--- src/rtl/encoder_83_evq_pkg.sv ---
// Shared constants and priority helper for the 8-to-3 event encoder.
package encoder_83_evq_pkg;

  localparam bit PRIO_HI7_DEF = 1'b1;
  localparam int N_REQ = 8;
  localparam int IDX_W = 3;

  typedef struct packed {
    logic             found;
    logic [IDX_W-1:0] idx;
  } prio_t;

  // Later matches overwrite earlier ones, so scan order sets the winner.
  function automatic prio_t prio_idx(
    input logic [N_REQ-1:0] vec,
    input logic             hi7
  );
    prio_t r;
    r = '0;
    for (int i = 0; i < N_REQ; i++) begin
      int k;
      k = hi7 ? i : (N_REQ - 1 - i);
      if (vec[k]) begin
        r.found = 1'b1;
        r.idx   = IDX_W'(k);
      end
    end
    return r;
  endfunction

endpackage

--- src/rtl/encoder_83_evq_prio_enc_83.sv ---
// Combinational 8-to-3 priority encoder.
module prio_enc_83
  import encoder_83_evq_pkg::*;
#(
  parameter bit PRIO_HI7 = PRIO_HI7_DEF
) (
  input  logic [N_REQ-1:0] vec,
  output logic [IDX_W-1:0] idx,
  output logic             found
);

  prio_t r;

  always_comb begin
    r     = prio_idx(vec, PRIO_HI7);
    idx   = r.idx;
    found = r.found;
  end

endmodule

--- src/rtl/encoder_83_evq.sv ---
// Sequential 8-to-3 priority encoder: captures active-low events,
// issues the highest-priority pending index over valid/ready.
module encoder_83_evq
  import encoder_83_evq_pkg::*;
#(
  parameter bit PRIO_HI7 = PRIO_HI7_DEF
) (
  input  logic             clk,
  input  logic             rst,
  input  logic             en,
  input  logic [N_REQ-1:0] req_n,
  input  logic             out_ready,
  output logic             out_valid,
  output logic [IDX_W-1:0] out_code,
  output logic             gs,
  output logic [N_REQ-1:0] pend,
  output logic             ovf
);

  logic [N_REQ-1:0] req_d;
  logic [N_REQ-1:0] evt;
  logic [N_REQ-1:0] clr;
  logic [N_REQ-1:0] pend_next;
  logic [IDX_W-1:0] sel;
  logic             found;
  logic             load;

  prio_enc_83 #(
    .PRIO_HI7(PRIO_HI7)
  ) u_prio (
    .vec  (pend),
    .idx  (sel),
    .found(found)
  );

  always_comb begin
    evt       = req_d & ~req_n & {N_REQ{en}};
    load      = en & found & (~out_valid | out_ready);
    clr       = load ? (N_REQ'(1) << sel) : '0;
    // a fresh event on the issued bit re-pends it
    pend_next = evt | (pend & ~clr);
  end

  always_ff @(posedge clk) begin
    if (rst) begin
      req_d     <= '1;
      pend      <= '0;
      out_valid <= 1'b0;
      out_code  <= '0;
      gs        <= 1'b0;
      ovf       <= 1'b0;
    end else begin
      req_d <= req_n;
      pend  <= pend_next;
      gs    <= |pend_next;
      ovf   <= |(evt & pend & ~clr);
      if (load) begin
        out_valid <= 1'b1;
        out_code  <= sel;
      end else if (out_valid && out_ready) begin
        out_valid <= 1'b0;
      end
    end
  end

endmodule

--- config.mk ---
export PLATFORM = sky130hd
export DESIGN_NAME = encoder_83_evq
export DESIGN_NICKNAME = d
export VERILOG_FILES = /design/src/rtl/encoder_83_evq_pkg.sv /design/src/rtl/encoder_83_evq_prio_enc_83.sv /design/src/rtl/encoder_83_evq.sv
export SDC_FILE = /design/constraint.sdc
export NUM_CORES = 1
export LEC_CHECK = 0
export ABC_AREA = 0
export CAP_MARGIN = 20
export CORE_UTILIZATION = 30
export CTS_CLUSTER_SIZE = 24
export DETAILED_ROUTE_END_ITERATION = 8
export DONT_BUFFER_PORTS = 1
export GPL_TIMING_DRIVEN = 0
export SLEW_MARGIN = 15
export SYNTH_ARGS = -nofsm -noshare
export SYNTH_HDL_FRONTEND = slang
export SYNTH_SLANG_ARGS = --single-unit
export TNS_END_PERCENT = 5
--- constraint.sdc ---
create_clock -name clk -period 2.1 [get_ports clk]
set_clock_uncertainty 0.05 [all_clocks]
set_input_delay 0.42 -clock clk [delete_from_list [all_inputs] [get_ports clk]]
set_output_delay 0.42 -clock clk [all_outputs]
set_load 0.1 [all_outputs]
Word-level counts from Yosys, hierarchy flattened
Cells that the tools add are included.
{"block": "totals", "output_inout_bits": 14, "word_cells": 34, "input_bits": 12, "register_bits": 22}
{"block": "classes", "reduce_logical": 4, "muxes": 11, "shift": 1, "bitwise": 12}
{"op": "$and 8x8->8", "n": 5}
{"op": "$mux 4", "n": 8}
{"op": "$not 8->8", "n": 2}
{"op": "$reduce_or 8->1", "n": 2}
{"op": "$mux 8", "n": 1}
{"op": "$or 8x8->8", "n": 1}
{"op": "$shl 1x3->8 const A", "n": 1}
{"op": "$and 1x1->1", "n": 2}
{"op": "$mux 1", "n": 2}
{"op": "$reduce_bool 2->1", "n": 1}
{"op": "$logic_and 1x1->1", "n": 1}
{"op": "$not 1->1", "n": 1}
{"op": "$or 1x1->1", "n": 1}

Depth between registers and ports, before layout
{"block": "depth", "depth_word": 15, "depth_mapped": 6}

Cells and area by module
A second synthesis with hierarchy kept.
{"block": "hier_totals", "hier_cells": 126, "area_unflattened_um2": 1063.5}
{"module": "encoder_83_evq", "n_inst": 1, "seq_area_each_um2": 440.4, "area_each_um2": 1006.0, "cells_each": 114}
{"module": "prio_enc_83", "n_inst": 1, "seq_area_each_um2": 0.0, "area_each_um2": 57.6, "cells_each": 12}

Worst setup path after synthesis
Ideal clock, no wire load.
{"block": "synth_path", "kind": "register -> register", "from": "reg pend[5]", "to": "reg gs", "setup_slack_ns": 0.009, "path_stages_with_launch": 7, "t_arrival_ns": 1.907, "period_less_slack_ns": 2.091, "required_time_ns": 1.916, "cell_sequence": "dfxtp_1 buf_4 nor4_4 nand3_4 o21ai_2 and4_1 a41oi_1"}
{"block": "synth_between", "elab_chain_len": 10, "elab_cells_between_ends": 11, "classes_between": "shift (1); mux (4); bitwise (5); reduce/logical (1)"}
{"item": "start, declared", "line_no": "encoder_83_evq.sv:16", "text": "output logic [N_REQ-1:0] pend,"}
{"item": "start signal, assigned", "line_no": "encoder_83_evq.sv:54", "text": "pend <= pend_next;"}
{"item": "$mux 4 (3 in series)", "line_no": "encoder_83_evq_pkg.sv:23", "text": "if (vec[k]) begin"}
{"item": "$and 1x1->1 (2 in series)", "line_no": "encoder_83_evq.sv:38", "text": "load = en & found & (~out_valid | out_ready);"}
{"item": "$mux 8", "line_no": "encoder_83_evq.sv:39", "text": "clr = load ? (N_REQ'(1) << sel) : '0;"}
{"item": "$not 8->8", "line_no": "encoder_83_evq.sv:41", "text": "pend_next = evt | (pend & ~clr);"}
{"item": "$and 8x8->8 *", "line_no": "encoder_83_evq.sv:41"}
{"item": "$or 8x8->8 *", "line_no": "encoder_83_evq.sv:41"}
{"item": "$reduce_or 8->1 *", "line_no": "encoder_83_evq.sv:55", "text": "gs <= |pend_next;"}
{"item": "end signal, assigned", "line_no": "encoder_83_evq.sv:55"}
{"item": "end, declared", "line_no": "encoder_83_evq.sv:15", "text": "output logic gs,"}
Every way passes the cells marked *; elsewhere a longest branch is shown, timed or not.
A chain may end at the register's enable or synchronous reset.

Final worst setup path
Same ends and word-level chain as after synthesis.

==> results by group <==
Synthesis
  • Sequential element share of the synthesized area: 0.4069
  • Post-synth ARST share: 0
  • Yosys top cell by area: dfxtp_1
  • Cell Area, Synth: 0.001082 mm^2
  • Yosys warning count: 0
  • Post-synth EDFFs: 0
  • Distinct cells, synth: 39
  • Synthesized net count: 138
  • Prevailing post-synth register cell: dfxtp_1
  • Synth Instances: 126
  • Synth top area cells: dfxtp_1 (41%), or2_2 (5.2%), a21oi_1 (4.6%)
  • Area share of the largest cell type after synthesis: 0.4069
  • Register bit count reported by yosys: 22
  • Avg Cell Area, Syn: 8.590 um^2

Timing
  • Period Utilization, post-route: 0.9830
  • Fmax: 484.4 MHz
  • Post-route worst setup slack: 35.68 ps
  • Worst Max-Slew Pin Slew: 1011 ps
  • Final Hold Fails: 0
  • Slew HR: 0.3250
  • Minimum clock period: 2064 ps
  • Final setup fails: 0
  • Final-report max-slew violation count: 0
  • Setup TNS Final: 0 ps
  • RSZ-0062 raised after global routing: yes

Route
  • Post-DR vias/cell: 5.348
  • Drt drc: 0
  • Post-DRT Antenna Nets: 0
  • WL final: 2.450 mm
  • DR pass1 iterations: 4
  • WL per Instance: 13.76 um
  • Vias after detailed routing: 952
  • Initial drt markers: 65

Power and ir drop
  • Final Total Pwr: 1.019 mW
  • Pwr dens: 836.9 mW/mm^2
  • Pleak: 0.4519 nW
  • Worst VDD drop: 0.2457 mV

Worst setup path
  • R2r setup slk: 40 ps
  • CP Capture Type: flip-flop
  • R2r worst-path depth: 6
  • FF-to-FF Start: pend[5]
  • Max FO, Critical Path: 9
  • CP Launch Type: flip-flop
  • Critical Path AT: 2210 ps
  • CP required: 2240 ps
  • Crit Path Category: reg -> reg
  • Worst flop-to-flop path endpoint: gs

Global route
  • First-pass GRT wire length: 3.760 mm
  • Overflow after GRT: 0
  • Vias in the first global route: 835
  • Pin count of the biggest net entering global routing: 13
  • Total Routing Usage GR: 0.1330
  • Antenna violations before repair: 0

Hold path
  • Min-Delay Path Depth: 1
  • Min-Delay Path Class: in -> reg
  • Worst Hold Launch: rst
  • Hold Path End: req_d[1]

CTS
  • Clock Pin Slew Worst Setup and Hold Paths: 120 ps
  • Maximum buffer depth of the clock tree: 2
  • CTS Root Cell: clkbuf_4
  • TritonCTS Buffers: 3
  • # clock sinks: 22
  • H-tree lvl count: 1
  • Cts hold-fix bufs: 0
  • CTS tree: done
  • Clock Latency Late Sink: 310 ps

Die
  • DIE WIDTH: 62.07 um
  • Chip height: 62.07 um
  • Num ports: 26
  • Core area: 0.003390 mm^2
  • Rows: 21
  • Die ar.: 0.003852 mm^2
  • Initial Util: 0.3193

Finish
  • Layout cells sized above 1: 0.2500
  • Non-Filler Instances: 178
  • Fillers: 363
  • Nets: 145
  • Final Cell Area: 0.001217 mm^2
  • N_diodes: 0
  • Commonest cells after routing, fill and taps aside: dfxtp_1 (15), nand2_1 (10), a21oi_1 (10), nor2_1 (10), or2_2 (9)
  • Area grow syn2layout: 12.49%
  • Most common cell after layout, fill and taps aside: dfxtp_1

Outcome
  • Status: completed

Placed design
  • Placed Area: 0.001172 mm^2
  • DPL Wire Length: 1.838 mm
  • Port bufs: 0
  • Pre-CTS WS: -177.6 ps
  • Placed Cells incl. Taps: 174
  • Placer Congestion: 0.8210

Job
  • Max-Cap Viols: 0
==> Yosys cell counts (3+ instances only) <==
| cell type | number |
|---|---|
| buf_2 | 3 |
| or2_2 | 9 |
| nor2_1 | 10 |
| nand3b_1 | 4 |
| inv_1 | 3 |
| a21oi_1 | 10 |
| o21a_1 | 3 |
| clkbuf_1 | 3 |
| o31ai_1 | 3 |
| o21ai_0 | 8 |
| nand2_1 | 10 |
| dfxtp_1 | 22 |
| nor2b_1 | 6 |
==> critical path, stage by stage, from the launching register on <==
cell	delay (ps)
dfxtp_2	510
buf_4	260
nor4_4	440
nand3_4	170
a21oi_2	200
nor3b_2	180
a41oi_1	130
==> how the worst max path moves through the flow <==
stage | startpoint | end | slack [ps] | cells after the start
2_1_floorplan | pend[5] | gs | 9 | 6
5_1_grt | pend[5] | gs | -50 | 6
4_1_cts | pend[1] | out_code[1] | 30 | 4
6_report | pend[5] | gs | 40 | 6
3_3_place_gp | pend[5] | gs | -180 | 6
3_5_place_dp | pend[5] | gs | -180 | 6
==> final cells by class <==
class	instances	area, um^2	area share
buffer	8	45.04	0.03700
clock buffer	4	36.28	0.02980
inverter	3	11.26	0.009250
multi-input combinational	93	585.6	0.4810
sequential	22	449.2	0.3690
tap	46	57.56	0.04728
timing repair buffer	2	32.53	0.02672
==> timing repair <==
| action | 4_1_cts | 5_1_grt |
|---|---|---|
| resized for setup | 6 | 1 |
| gates cloned | 0 | 0 |
| setup buffers | 0 | 0 |
| pin swaps | 0 | 0 |
| setup endpoints to repair | 5 | 4 |
==> through the flow <==
stage	utilization	hold slack (ps)
final	0.3592	145.9
after global routing	0.3592	141.5
after CTS	0.3588	145.6
after detailed placement	0.3459	448.5
after global placement	0.3363	431.9
after floorplan	-	418.5
==> layer usage <==
metal,global-route usage,share of wire,vias up
met3,0.03313,0.076,5
met2,0.2173,0.47,41
met1,0.1656,0.44,442
met4,0.05714,0.020,0
li1,-,-,464
met5,0,0,-
==> logic make-up after synthesis <==
| logic type | synth area share |
|---|---|
| flops | 0.4069 |
| simple gates | 0.3064 |
| buf+inv | 0.05202 |
| compound gates | 0.2254 |
| fa+ha+maj | 0.009249 |
==> where the power goes <==
part	switching [mW]	internal (mW)	total, mW
sequential	0.169	0.449	0.618
clock	0.132	0.106	0.238
combinational	0.0941	0.0690	0.163
==> registers in the layout, indices dropped and copies added (netlist names) <==
register / cells
pend: 8
req_d: 8
out_code: 3
gs: 1
out_valid: 1
ovf: 1
Power figures use the tool's default switching activity.
